File: config.mk
export PLATFORM = sky130hd
export DESIGN_NAME = imm_gen_pipe_flat
export DESIGN_NICKNAME = d
export VERILOG_FILES = /design/src/rtl/imm_pkg.sv /design/src/rtl/imm_gen_pipe_if.sv /design/src/rtl/imm_ext_comb.sv /design/src/rtl/imm_gen_pipe.sv /design/src/flat_wrapper.sv
export SDC_FILE = /design/constraint.sdc
export NUM_CORES = 1
export LEC_CHECK = 0
export CORE_ASPECT_RATIO = 0.8
export CORE_MARGIN = 4
export CORE_UTILIZATION = 52
export DETAILED_ROUTE_END_ITERATION = 6
export GPL_ROUTABILITY_DRIVEN = 1
export PLACE_DENSITY = 0.81
export SLEW_MARGIN = 20
export SYNTH_ARGS = -nofsm -noshare
export SYNTH_HDL_FRONTEND = slang
export SYNTH_SLANG_ARGS = --single-unit
File: constraint.sdc
create_clock -name clk -period 7.48 [get_ports clk]
set_clock_uncertainty 0.2 [all_clocks]
set_input_delay 1.496 -clock clk [delete_from_list [all_inputs] [get_ports clk]]
set_output_delay 1.496 -clock clk [all_outputs]
set_load 0.1 [all_outputs]
File: src/rtl/imm_pkg.sv
// Shared definitions for the immediate generator: format codes and XLEN choices.
package imm_pkg;

  localparam int IMM_FMT_W = 3;

  typedef enum logic [IMM_FMT_W-1:0] {
    IMM_I  = 3'd0,
    IMM_S  = 3'd1,
    IMM_B  = 3'd2,
    IMM_U  = 3'd3,
    IMM_J  = 3'd4,
    IMM_R  = 3'd5,
    IMM_Z  = 3'd6,
    IMM_SH = 3'd7
  } imm_fmt_e;

  localparam int XLEN_32 = 32;
  localparam int XLEN_64 = 64;

  function automatic logic xlen_legal(input int xlen);
    return (xlen == XLEN_32) || (xlen == XLEN_64);
  endfunction

endpackage

File: src/rtl/imm_gen_pipe_if.sv
// Handshake bundle between decode (upstream), the immediate stage and register-read.
interface imm_gen_pipe_if
  import imm_pkg::*;
#(
  parameter int XLEN  = 32,
  parameter int TAG_W = 32
);
  logic                 in_valid;
  logic                 in_ready;
  logic [31:0]          in_instr;
  logic [IMM_FMT_W-1:0] in_type;
  logic [TAG_W-1:0]     in_tag;
  logic                 out_valid;
  logic                 out_ready;
  logic [XLEN-1:0]      out_imm;
  logic [31:0]          out_instr;
  logic [TAG_W-1:0]     out_tag;
  logic                 out_illegal;

  // Driver side: produces instructions and consumes results.
  modport master (
    output in_valid, in_instr, in_type, in_tag, out_ready,
    input  in_ready, out_valid, out_imm, out_instr, out_tag, out_illegal
  );

  // Stage side.
  modport slave (
    input  in_valid, in_instr, in_type, in_tag, out_ready,
    output in_ready, out_valid, out_imm, out_instr, out_tag, out_illegal
  );
endinterface

File: src/rtl/imm_ext_comb.sv
// Combinational immediate decode: instruction word + format -> XLEN immediate.
module imm_ext_comb
  import imm_pkg::*;
#(
  parameter int XLEN = 32
) (
  input  logic [31:0]          instr_i,
  input  logic [IMM_FMT_W-1:0] type_i,
  output logic [XLEN-1:0]      imm_o,
  output logic                 illegal_o
);

  // Opcode bits never contribute to an immediate.
  logic unused_opcode;
  assign unused_opcode = ^instr_i[6:0];

  // Sign-extend a 32-bit value to XLEN (XLEN >= 32 always holds).
  function automatic logic [XLEN-1:0] sext32(input logic [31:0] v);
    return {{(XLEN-31){v[31]}}, v[30:0]};
  endfunction

  // Select and extend the immediate field for the requested format.
  always_comb begin
    imm_o     = {XLEN{1'b0}};
    illegal_o = 1'b0;
    case (type_i)
      IMM_I:  imm_o = sext32({{20{instr_i[31]}}, instr_i[31:20]});
      IMM_S:  imm_o = sext32({{20{instr_i[31]}}, instr_i[31:25], instr_i[11:7]});
      IMM_B:  imm_o = sext32({{20{instr_i[31]}}, instr_i[7], instr_i[30:25],
                              instr_i[11:8], 1'b0});
      IMM_U:  imm_o = sext32({instr_i[31:12], 12'h000});
      IMM_J:  imm_o = sext32({{12{instr_i[31]}}, instr_i[19:12], instr_i[20],
                              instr_i[30:21], 1'b0});
      IMM_R:  imm_o = {XLEN{1'b0}};
      IMM_Z:  imm_o = {{(XLEN-5){1'b0}}, instr_i[19:15]};
      IMM_SH: begin
        // A 6-bit shift amount only exists on 64-bit machines.
        if ((XLEN == XLEN_32) && instr_i[25]) begin
          illegal_o = 1'b1;
          imm_o     = {XLEN{1'b0}};
        end else begin
          imm_o     = {{(XLEN-6){1'b0}}, instr_i[25:20]};
        end
      end
      default: begin
        illegal_o = 1'b1;
        imm_o     = {XLEN{1'b0}};
      end
    endcase
  end

endmodule

File: src/rtl/imm_gen_pipe.sv
// Registered immediate generator with a two-entry skid buffer.
module imm_gen_pipe
  import imm_pkg::*;
#(
  parameter int XLEN  = 32,
  parameter int TAG_W = 32
) (
  input  logic           clk,
  input  logic           rst,
  input  logic           flush,
  imm_gen_pipe_if.slave  bus
);

  logic [XLEN-1:0] new_imm_s;
  logic            new_ill_s;
  logic            accept_s;
  logic            drain_s;

  logic             main_valid_q, main_valid_d;
  logic [XLEN-1:0]  main_imm_q,   main_imm_d;
  logic [31:0]      main_instr_q, main_instr_d;
  logic [TAG_W-1:0] main_tag_q,   main_tag_d;
  logic             main_ill_q,   main_ill_d;

  logic             skid_valid_q, skid_valid_d;
  logic [XLEN-1:0]  skid_imm_q,   skid_imm_d;
  logic [31:0]      skid_instr_q, skid_instr_d;
  logic [TAG_W-1:0] skid_tag_q,   skid_tag_d;
  logic             skid_ill_q,   skid_ill_d;

  imm_ext_comb #(.XLEN(XLEN)) u_ext (
    .instr_i   (bus.in_instr),
    .type_i    (bus.in_type),
    .imm_o     (new_imm_s),
    .illegal_o (new_ill_s)
  );

  // Upstream ready comes only from registered skid state.
  assign bus.in_ready    = ~skid_valid_q;
  assign accept_s        = bus.in_valid & ~skid_valid_q & ~flush;
  assign drain_s         = main_valid_q & bus.out_ready;

  assign bus.out_valid   = main_valid_q;
  assign bus.out_imm     = main_imm_q;
  assign bus.out_instr   = main_instr_q;
  assign bus.out_tag     = main_tag_q;
  assign bus.out_illegal = main_ill_q;

  // Buffer next state: flush clears, main refills from skid first, then from input.
  always_comb begin
    main_valid_d = main_valid_q;
    main_imm_d   = main_imm_q;
    main_instr_d = main_instr_q;
    main_tag_d   = main_tag_q;
    main_ill_d   = main_ill_q;
    skid_valid_d = skid_valid_q;
    skid_imm_d   = skid_imm_q;
    skid_instr_d = skid_instr_q;
    skid_tag_d   = skid_tag_q;
    skid_ill_d   = skid_ill_q;
    if (flush) begin
      main_valid_d = 1'b0;
      skid_valid_d = 1'b0;
    end else if (!main_valid_q || drain_s) begin
      if (skid_valid_q) begin
        // Skid is full so input is blocked; promote the older entry.
        main_valid_d = 1'b1;
        main_imm_d   = skid_imm_q;
        main_instr_d = skid_instr_q;
        main_tag_d   = skid_tag_q;
        main_ill_d   = skid_ill_q;
        skid_valid_d = 1'b0;
      end else if (accept_s) begin
        main_valid_d = 1'b1;
        main_imm_d   = new_imm_s;
        main_instr_d = bus.in_instr;
        main_tag_d   = bus.in_tag;
        main_ill_d   = new_ill_s;
      end else begin
        main_valid_d = 1'b0;
      end
    end else if (accept_s) begin
      skid_valid_d = 1'b1;
      skid_imm_d   = new_imm_s;
      skid_instr_d = bus.in_instr;
      skid_tag_d   = bus.in_tag;
      skid_ill_d   = new_ill_s;
    end else begin
      skid_valid_d = skid_valid_q;
    end
  end

  // Buffer registers; reset zeroes data so outputs are defined immediately.
  always_ff @(posedge clk or posedge rst) begin
    if (rst) begin
      main_valid_q <= 1'b0;
      main_imm_q   <= {XLEN{1'b0}};
      main_instr_q <= 32'd0;
      main_tag_q   <= {TAG_W{1'b0}};
      main_ill_q   <= 1'b0;
      skid_valid_q <= 1'b0;
      skid_imm_q   <= {XLEN{1'b0}};
      skid_instr_q <= 32'd0;
      skid_tag_q   <= {TAG_W{1'b0}};
      skid_ill_q   <= 1'b0;
    end else begin
      main_valid_q <= main_valid_d;
      main_imm_q   <= main_imm_d;
      main_instr_q <= main_instr_d;
      main_tag_q   <= main_tag_d;
      main_ill_q   <= main_ill_d;
      skid_valid_q <= skid_valid_d;
      skid_imm_q   <= skid_imm_d;
      skid_instr_q <= skid_instr_d;
      skid_tag_q   <= skid_tag_d;
      skid_ill_q   <= skid_ill_d;
    end
  end

endmodule

File: src/flat_wrapper.sv
// flat-port wrapper written by rule: the top's interface ports become plain ports
module imm_gen_pipe_flat import imm_pkg::*;
#(
  parameter int XLEN  = 32,
  parameter int TAG_W = 32
)
  (clk, rst, flush, bus_in_valid, bus_in_instr, bus_in_type, bus_in_tag, bus_out_ready, bus_in_ready, bus_out_valid, bus_out_imm, bus_out_instr, bus_out_tag, bus_out_illegal);
  imm_gen_pipe_if #(.XLEN(XLEN), .TAG_W(TAG_W)) bus_i ();
  input  logic clk;
  input  logic rst;
  input  logic flush;
  input wire logic [$bits(bus_i.in_valid)-1:0] bus_in_valid;
  input wire logic [$bits(bus_i.in_instr)-1:0] bus_in_instr;
  input wire logic [$bits(bus_i.in_type)-1:0] bus_in_type;
  input wire logic [$bits(bus_i.in_tag)-1:0] bus_in_tag;
  input wire logic [$bits(bus_i.out_ready)-1:0] bus_out_ready;
  output wire logic [$bits(bus_i.in_ready)-1:0] bus_in_ready;
  output wire logic [$bits(bus_i.out_valid)-1:0] bus_out_valid;
  output wire logic [$bits(bus_i.out_imm)-1:0] bus_out_imm;
  output wire logic [$bits(bus_i.out_instr)-1:0] bus_out_instr;
  output wire logic [$bits(bus_i.out_tag)-1:0] bus_out_tag;
  output wire logic [$bits(bus_i.out_illegal)-1:0] bus_out_illegal;
  assign bus_i.in_valid = bus_in_valid;
  assign bus_i.in_instr = bus_in_instr;
  assign bus_i.in_type = bus_in_type;
  assign bus_i.in_tag = bus_in_tag;
  assign bus_i.out_ready = bus_out_ready;
  assign bus_in_ready = bus_i.in_ready;
  assign bus_out_valid = bus_i.out_valid;
  assign bus_out_imm = bus_i.out_imm;
  assign bus_out_instr = bus_i.out_instr;
  assign bus_out_tag = bus_i.out_tag;
  assign bus_out_illegal = bus_i.out_illegal;
  imm_gen_pipe #(.XLEN(XLEN), .TAG_W(TAG_W)) u_core (.clk(clk), .rst(rst), .flush(flush), .bus(bus_i));
endmodule
======== Word level (Yosys, flattened, before mapping) ========
Cells that the tools add are included.
word-level totals
  input bits .............................. 72
  bits in registers ....................... 196
  word-level logic and storage cells ...... 50
operators by class
  bitwise operators ....................... 6
  mux-type cells .......................... 19
  reduce and logical (&&, ||, !) cells .... 8
  equality and inequality tests ........... 7
operator list
  operator                                                         number
  32-bit case mux with 8 select lines                              1
  32-bit 2-to-1 mux                                                6
  3-bit == test, second input constant                             4
  1-bit 2-to-1 mux                                                 11
  3-bit by 2-bit == test with 1-bit output, second input constant  2
  3-bit AND reduction                                              2
  5-bit 2-to-1 mux                                                 1
  2-bit nonzero test                                               2
  1-bit AND                                                        3
  3-bit by 1-bit == test with 1-bit output, second input constant  1
  3-bit zero test                                                  1
  1-bit inverter                                                   3
  3-bit nonzero test                                               1
  1-bit zero test                                                  1
  1-bit logical OR                                                 1

======== Depth between registers and ports, before layout ========
Gate-level depths: netlist of run 1.
  word-level depth ........................ 7
  mapped depth ............................ 8
  depth with buffers taken out ............ 4

======== Hierarchy ========
A second synthesis of run 1 with hierarchy kept.
unflattened totals
  cell total of the unflattened synthesis .. 613
  area total of the unflattened synthesis .. 8992.4 µm²
modules (own cells, without submodules)
  module        cells each  area an instance (µm²)  instances
  imm_gen_pipe  528         8433.1                  1
  imm_ext_comb  85          559.3                   1

======== Worst setup path after synthesis of run 1 ========
Ideal clock, no wire load.
  path type ............................... reg2out
  start ................................... register u_core.skid_valid_q
  end ..................................... output bus_in_ready
  cell stages (with the launch flop) ...... 4
  buffers on the path ..................... 2
  arrival time ............................ 1716 ps
  required time ........................... 5784 ps
  path slack .............................. 4068 ps
  cell sequence ........................... dfrtp_1 inv_1 clkbuf_1 clkbuf_1
on the way
  cells in the longest elaborated chain, start to end .. 1
ends and longest elaborated chain
  element                 RTL line             RTL
  start, declared         imm_gen_pipe.sv:25   logic skid_valid_q, skid_valid_d;
  start signal, assigned  imm_gen_pipe.sv:112  skid_valid_q <= skid_valid_d;
  1-bit inverter          imm_gen_pipe.sv:39   assign bus.in_ready = ~skid_valid_q;
  end, declared           flat_wrapper.sv:17   output wire logic [$bits(bus_i.in_ready)-1:0] bus_in_ready;
No other way between the ends.

======== Worst setup path after layout of run 1 ========
Ends and elaborated chain as after synthesis.

==> metrics.yaml, run 1 <==
syn_area_per_cell_um2: 9.405
cts_root_buf: "clkbuf_16"
ant_nets: 0
leakage_nw: 4.759
grt_start_max_net_pins: 129
yosysWarnings: 0
drive_above_1_share_pct: 4.038
slowest_delay_ns: 1.31
io_pins: 171
postSynth.asyncResetShare_pct: 100.0
r2r-end: "u_core.bus.out_imm[1]"
p_int_mw: 2.039
worst_ir_drop_vdd_mv: 0.1795
dp_hpwl_um: 13380
fp.dieH_um: 122.1
synth_common_cells: "nand2_1 (304), dfrtp_1 (196), o21ai_0 (104), mux2i_1 (64), a21oi_1 (38)"
rows: 41
synthesis.nets: 972
die_area_um2: 18400
netlist_area_um2: 8464
final-hold-violation-count: 0
drv_cap: 0
syn_inst: 900
worst-r2r-cell-count: 5
path_cells: "inv_1, clkdlybuf4s50_1"
num-fill-cells: 1215
whs_ns: 0.2754
grt_pass1_vias: 6640
antenna_found_initial: 0
comb_power_share_pct: 33.7
area_growth_pct: 27.18
setup-violations-final: 0
cts-resized-gates: 0
drt_iter0_drc: 593
path_class: "register to output pin"
p_clk_share_pct: 25.7
rrSetupSlack_ns: 4.40
core_um2: 15850
port_buffers: 170
synth.most_common_cell: "nand2_1"
cts_made_buffers: 17
critPathLaunch: "u_core.skid_valid_q"
critPathLaunchType: "register"
post_cts_buffers: 0
synth_edf_count: 0
synth_top_area_share_pct: 57.95
slew_violations: 0
maxClockFrequency_ghz: 0.2092
start_util_pct: 53.40
die_x_um: 150.6
power_frac_seq_pct: 40.5
drcViolationCount: 0
cts_max_level: 4
r2r_start: "u_core.skid_valid_q"
clkTransAtPathRegs_ns: 0.07
vias_per_cell: 5.473
worst_pin_slew_ns: 1.098
required_ns: 5.78
hold_path_class: "register to register"
wl_um: 21040
grt.total_usage_pct: 23.47
rsz0062_at_grt: "false"
cts.sinks: 196
power.density_nw_per_um2: 316.5
fin_nets: 1100
via_count: 6868
wl_per_cell_um: 16.77
p_switching_mw: 1.368
hold_buffers: 0
cp_slowest_cell: "clkdlybuf4s50_1"
switching_share_pct: 40.15
period_needed_ns: 4.781
ys_seq_area_share_pct: 57.95
synth_seq_cells: 196
yosysTopAreaCell: "dfrtp_1"
critPathMaxFanout: 29
clock_path_buffers: 2
first_pass_iters: 5
cp-endpoint: "bus_in_ready"
cts_tree: "yes"
clkLatencyLatePin_ns: 0.43
outcome: "completed"
ys.flop_type: "dfrtp_1"
ys_top_cells_by_area: "dfrtp_1 (58%), nand2_1 (13%), mux2i_1 (7.6%)"
ys_types: 39
timing.slew.headroom_pct: 26.83
grt_overflow_total: 0
grt_pass1_wl_um: 34240
antenna_cells: 0
tns_ns: 0
critical_path_arrival_ns: 3.08
gp_congestion: 0.8026
period_share_pct: 63.91
cp-end-kind: "output pin"
## critical path, delay by kind of cell (launching register included)
kind                   cells  cell delay [ns]
buffers and inverters      2             2.03
DFF                        1             0.62
## through the flow
step                      setup slack (ns)  util (%)  instances  cell area (um2)  total power, mW
after floorplan                     0.4434         -        900             8464            2.236
after global placement               3.003     64.35       1224            10200            2.524
after detailed placement             2.922     64.35       1224            10200            2.549
after CTS                            2.711     67.91       1255            10770            3.425
after global routing                 2.586     67.91       1255            10770            3.555
final                                2.699     67.91       1255            10770            3.407
## layout make-up
class / count / area [um2] / area share (%)
timing repair buffer: 175 / 1739 / 16.16
inverter: 7 / 33.78 / 0.3138
tap: 215 / 269.0 / 2.499
sequential: 196 / 4908 / 45.60
clock buffer: 24 / 491.7 / 4.568
clock inverter: 7 / 73.82 / 0.6857
multi-input combinational: 631 / 3249 / 30.18
## cells in the final DEF (no fill, tap or decap), types with 6 or more instances in the layout
| cell | Yosys | layout |
|---|---|---|
| nand2_1 | 304 | 304 |
| dfrtp_1 | 196 | 195 |
| clkdlybuf4s50_1 | 0 | 170 |
| o21ai_0 | 104 | 104 |
| mux2i_1 | 64 | 64 |
| a21oi_1 | 38 | 38 |
| nor2_1 | 34 | 34 |
| a31oi_1 | 23 | 23 |
| clkbuf_16 | 0 | 17 |
| nand3_1 | 8 | 7 |
| a21o_1 | 7 | 7 |
| inv_1 | 7 | 6 |
## power groups by stage
stage	combinational [mW]	clock (mW)	sequential [mW]
final	1.15	0.877	1.38
after global routing	1.21	0.939	1.40
after CTS	1.16	0.890	1.38
after detailed placement	1.15	0	1.40
after global placement	1.13	0	1.39
after floorplan	0.244	0	1.99
## registers in the layout, indices dropped and copies added, names as in the netlist
register	flops
u_core.skid_ill_q	1
u_core.bus.out_instr	32
u_core.skid_instr_q	32
u_core.bus.out_valid	1
u_core.skid_tag_q	32
u_core.bus.out_imm	32
u_core.bus.out_illegal	1
u_core.bus.out_tag	32
u_core.skid_valid_q	1
u_core.skid_imm_q	32
## worst min-delay path by stage
stage                                      start                      to  slack, ns  depth (start not counted)
after floorplan            u_core.skid_imm_q[11]   u_core.skid_imm_q[11]       0.24                          2
after CTS                 u_core.skid_instr_q[9]  u_core.skid_instr_q[9]       0.28                          2
after detailed placement    u_core.skid_tag_q[4]    u_core.skid_tag_q[4]       0.26                          2
final                     u_core.skid_instr_q[8]  u_core.skid_instr_q[8]       0.28                          2
after global routing        u_core.skid_tag_q[0]    u_core.skid_tag_q[0]       0.29                          2
after global placement      u_core.skid_tag_q[0]    u_core.skid_tag_q[0]       0.26                          2
## layer usage
metal  track usage [%]  routed length [um]
met5                 0                   0
met4             5.776                 264
met3             6.099                1722
met2             34.25                9224
met1             35.33                9834
## kinds of logic after synthesis
family,share of synthesized area (%)
AND/OR/NAND/NOR,17.21
AO/OA/AOI/OAI,13.19
flip-flops,57.95
buffers and inverters,3.991
multiplexers,7.568
XOR/XNOR,0.1035
Power figures use the tool's default switching activity.
==> run 2, diff against run 1 <==
==> constraint.sdc (replaced) <==
create_clock -name clk -period 4.5 [get_ports clk]
set_clock_uncertainty 0.2 [all_clocks]
set_input_delay 0.9 -clock clk [delete_from_list [all_inputs] [get_ports clk]]
set_output_delay 0.9 -clock clk [all_outputs]
set_load 0.1 [all_outputs]
==> run 2 against run 1 <==
Compared with the run above:
- power rose by 67%
- final cell count rose by 0.72%
- combinational power rose by 67%
- global-route usage rose by 1.2 points
- clock-buffer cell count fell by 3
- highest routed layer is now met5
- utilization rose by 0.62 points
- design area rose by 0.92%
- setup slack got worse by 1.3 ns
- sequential share of layout area fell by 0.42 points
- first-iteration DRC count rose by 7.9%
==> metrics.yaml, run 2 (synthesis results as in run 1) <==
switching_share_pct: 40.56
via_count: 6917
path_class: "register to output pin"
fp.dieH_um: 122.1
crit_buf_inv: 1
maxClockFrequency_ghz: 0.3210
final_common_cell: "nand2_1"
p_int_mw: 3.385
slew_violations: 0
cp_slowest_cell: "clkdlybuf4s50_1"
placed_area_um2: 10290
drt_iter0_drc: 640
leakage_nw: 4.813
final-hold-violation-count: 0
vias_per_cell: 5.472
wl_um: 21790
period_share_pct: 69.22
core_um2: 15850
critical_path_arrival_ns: 2.01
clkTransAtPathRegs_ns: 0.07
cts_tree: "yes"
worst_ir_drop_vdd_mv: 0.3579
fin_area_um2: 10860
instances_no_fill: 1264
fin_ws_ns: 1.385
cts_root_buf: "clkbuf_16"
drive_above_1_share_pct: 5.148
slowest_delay_ns: 1.17
cts_max_level: 4
grt.total_usage_pct: 24.63
hold_buffers: 0
fin_util_pct: 68.54
cts_made_buffers: 17
whs_ns: 0.2763
wl_per_cell_um: 17.24
required_ns: 3.40
post_cts_buffers: 0
power.total_mw: 5.694
die_area_um2: 18400
grt_start_max_net_pins: 108
drcViolationCount: 0
grt_pass1_vias: 7004
cts.sinks: 196
outcome: "completed"
rsz0062_at_grt: "false"
rows: 41
drv_cap: 0
port_buffers: 170
hold_path_class: "register to register"
antenna_found_initial: 1
grt_overflow_total: 0
path_cells: "clkdlybuf4s50_1"
clkLatencyLatePin_ns: 0.43
period_needed_ns: 3.115
timing.slew.headroom_pct: 29.16
antenna_cells: 0
setup-violations-final: 0
fin_nets: 1108
rrSetupSlack_ns: 1.86
dp_hpwl_um: 14280
clock_path_buffers: 2
place_ws_ns: 1.101
area_growth_pct: 28.35
gp_congestion: 0.8341
io_pins: 171
first_pass_iters: 5
power.density_nw_per_um2: 524.1
start_util_pct: 53.40
cp_top_family: "buffers and inverters"
comb_power_share_pct: 33.8
cts-resized-gates: 0
die_x_um: 150.6
placed_cells: 1232
final_cell_mix: "nand2_1 (304), dfrtp_1 (195), clkdlybuf4s50_1 (169)"
critPathLaunchType: "register"
grt_pass1_wl_um: 35480
cp-end-kind: "output pin"
worst_pin_slew_ns: 1.059
p_clk_share_pct: 25.9
critPathMaxFanout: 2
p_switching_mw: 2.309
tns_ns: 0
power_frac_seq_pct: 40.4
ant_nets: 0
run 2: per-layer routing:
| metal | GRT usage, % | wire [um] |
|---|---|---|
| met1 | 35.13 | 9989 |
| met3 | 7.363 | 1790 |
| met2 | 37.22 | 9754 |
| met5 | 0 | 13 |
| met4 | 6.512 | 243 |
run 2: layout make-up:
type                       instances  area [um2]
clock inverter                    11       102.6
inverter                           7       30.03
clock buffer                      21       470.5
fill                            1195        4987
multi-input combinational        631        3249
tap                              215       269.0
timing repair buffer             183        1834
sequential                       196        4908
run 2: worst paths after layout:
kind	start	end	depth (start not counted)
max in group asynchronous	rst	u_core.bus.out_instr[19]	3
min in group asynchronous	rst	u_core.skid_instr_q[11]	2
hold / removal	u_core.skid_tag_q[24]	u_core.skid_tag_q[24]	2
setup / recovery	u_core.bus.out_imm[28]	bus_out_imm[28]	1
setup reg to reg	u_core.skid_valid_q	u_core.bus.out_imm[14]	5
hold reg to reg	u_core.skid_tag_q[24]	u_core.skid_tag_q[24]	2
run 2: power groups by stage:
stage,combinational [mW],clock (mW),sequential (mW)
after floorplan,0.406,0,3.31
after global placement,1.89,0,2.31
after detailed placement,1.93,0,2.32
after CTS,1.93,1.50,2.30
after global routing,2.03,1.57,2.34
final,1.92,1.47,2.30
run 2: worst register-to-register path: stages, from the launching register on:
cell and delay [ns]:
dfrtp_4 0.78, nor2_1 0.20, or3_4 0.68, buf_4 0.34, a221oi_1 0.25, a21o_1 0.12
==> run 3, diff against run 2 <==
==> constraint.sdc (replaced) <==
create_clock -name clk -period 3.25 [get_ports clk]
set_clock_uncertainty 0.2 [all_clocks]
set_input_delay 0.65 -clock clk [delete_from_list [all_inputs] [get_ports clk]]
set_output_delay 0.65 -clock clk [all_outputs]
set_load 0.1 [all_outputs]
==> run 3 against run 2 <==
Compared with the run above:
- flip-flop and latch count unchanged
- final cell count is 0.63% higher
- setup slack lost 0.74 ns
- utilization down 0.32 points
- largest power group unchanged
- sequential share of layout area grew 0.21 points
- hold slack got worse by 0.00083 ns
- wire length decreased by 0.95%
- non-clock buffer count up 8
- clock power up 53%
- via count is 0.43% lower
- critical path type is now primary input to register
==> metrics.yaml, run 3 (synthesis results as in run 1) <==
num-fill-cells: 1197
period_needed_ns: 2.605
cts_max_level: 4
slowest_delay_ns: 0.54
grt_overflow_total: 0
cts_made_buffers: 17
drive_above_1_share_pct: 15.14
drv_cap: 0
use_met3_pct: 6.025
cp_top_family: "buffers and inverters"
met1_usage_pct: 35.56
use_met2_pct: 36.46
clkLatencyLatePin_ns: 0.43
cts_tree: "yes"
vias_per_cell: 5.414
grt_pass1_vias: 6665
required_ns: 3.33
fp.dieH_um: 122.1
critPathLaunch: "bus_in_valid"
port_buffers: 170
final-hold-violation-count: 0
die_area_um2: 18400
outcome: "completed"
path_cells: "clkdlybuf4s50_1, nor2_1, or3_4, buf_4, o21ai_0"
dp_hpwl_um: 14740
rows: 41
clkTransAtPathRegs_ns: 0.07
cts_root_buf: "clkbuf_16"
hold_buffers: 0
antenna_cells: 0
period_share_pct: 80.16
rsz0062_at_grt: "false"
clock_path_buffers: 2
core_um2: 15850
fin_nets: 1116
power.density_nw_per_um2: 743.3
setup-violations-final: 0
grt_pass1_wl_um: 34730
cp_slowest_cell: "buf_4"
leakage_nw: 5.039
antenna_found_initial: 1
drt_iter0_drc: 630
path_class: "primary input to register"
post_cts_buffers: 0
rrSetupSlack_ns: 0.86
io_pins: 171
cts-resized-gates: 0
grt_busiest_layer: "met2"
final_cell_mix: "nand2_1 (304), dfrtp_1 (195), buf_4 (111)"
via_count: 6887
cp-end-kind: "register"
area_growth_pct: 27.76
r2r_start: "u_core.skid_valid_q"
worst_pin_slew_ns: 0.7175
critPathLaunchType: "primary input"
grt.total_usage_pct: 24.24
worst_ir_drop_vdd_mv: 0.5554
first_pass_iters: 4
maxClockFrequency_ghz: 0.3838
gp_congestion: 0.8297
final_common_cell: "nand2_1"
place_ws_ns: 0.1800
hold_path_class: "register to register"
fin_util_pct: 68.22
fin_ws_ns: 0.6448
wl_um: 21590
start_util_pct: 53.40
grt_start_max_net_pins: 65
cts.sinks: 196
wl_per_cell_um: 16.97
timing.slew.headroom_pct: 52.17
critPathMaxFanout: 64
slew_violations: 0
die_x_um: 150.6
drcViolationCount: 0
crit_buf_inv: 2
critical_path_arrival_ns: 2.69
worstHoldStart: "u_core.skid_instr_q[5]"
ant_nets: 0
## run 3: cell count changes in the layout (fill, tap and decap cells not counted)
cell	delta
buf_12	+6
clkdlybuf4s50_1	-98
clkinvlp_4	-1
clkinv_4	-2
bufinv_16	+3
inv_6	+1
clkbuf_8	-1
buf_4	+100
## run 3: layout make-up
class | instances | area (um2) | share of cell area, %
Inverter | 7 | 30.03 | 0.2777
Clock inverter | 12 | 176.4 | 1.631
Sequential cell | 196 | 4908 | 45.39
Multi-Input combinational cell | 631 | 3249 | 30.05
Tap cell | 215 | 269.0 | 2.488
Clock buffer | 20 | 456.7 | 4.223
Timing Repair Buffer | 191 | 1724 | 15.94
## run 3: worst paths after layout
check                                    endpoint  cells past startpoint
max                        u_core.bus.out_tag[16]                      5
max reg2reg                u_core.bus.out_tag[16]                      4
min reg2reg                u_core.skid_instr_q[5]                      2
max in group asynchronous  u_core.bus.out_tag[18]                      3
min in group asynchronous    u_core.skid_imm_q[2]                      2
min                        u_core.skid_instr_q[5]                      2
## run 3: per-layer routing
metal | vias up | wire, um
li1 | 3314 | -
met1 | 3288 | 9743
met2 | 259 | 9698
met3 | 24 | 1859
met4 | 2 | 269
met5 | - | 13
## run 3: worst reg2reg max path: cells and delay by family, from the launching register on
family | cells | cell delay (ns)
compound gates | 1 | 0.24
buf+inv | 1 | 0.57
flops | 1 | 0.50
simple gates | 2 | 0.74
## run 3: through the flow
step / cell area (um2) / hold WS, ns / instances / total power, mW / TNS [ns]
after floorplan: 8468 / 0.2447 / 900 / 5.146 / -25.95
after global placement: 10180 / 0.2565 / 1240 / 5.771 / 0
after detailed placement: 10180 / 0.2620 / 1240 / 5.831 / 0
after CTS: 10810 / 0.2788 / 1272 / 8.087 / 0
after global routing: 10810 / 0.2911 / 1272 / 8.377 / 0
final: 10810 / 0.2755 / 1272 / 8.038 / 0
## run 3: power by group
group | internal, mW | switching, mW | total (mW) | leakage (nW)
sequential | 2.91 | 0.273 | 3.18 | 2.44
clock | 1.33 | 0.917 | 2.25 | 0.307
combinational | 0.600 | 2.01 | 2.61 | 2.29
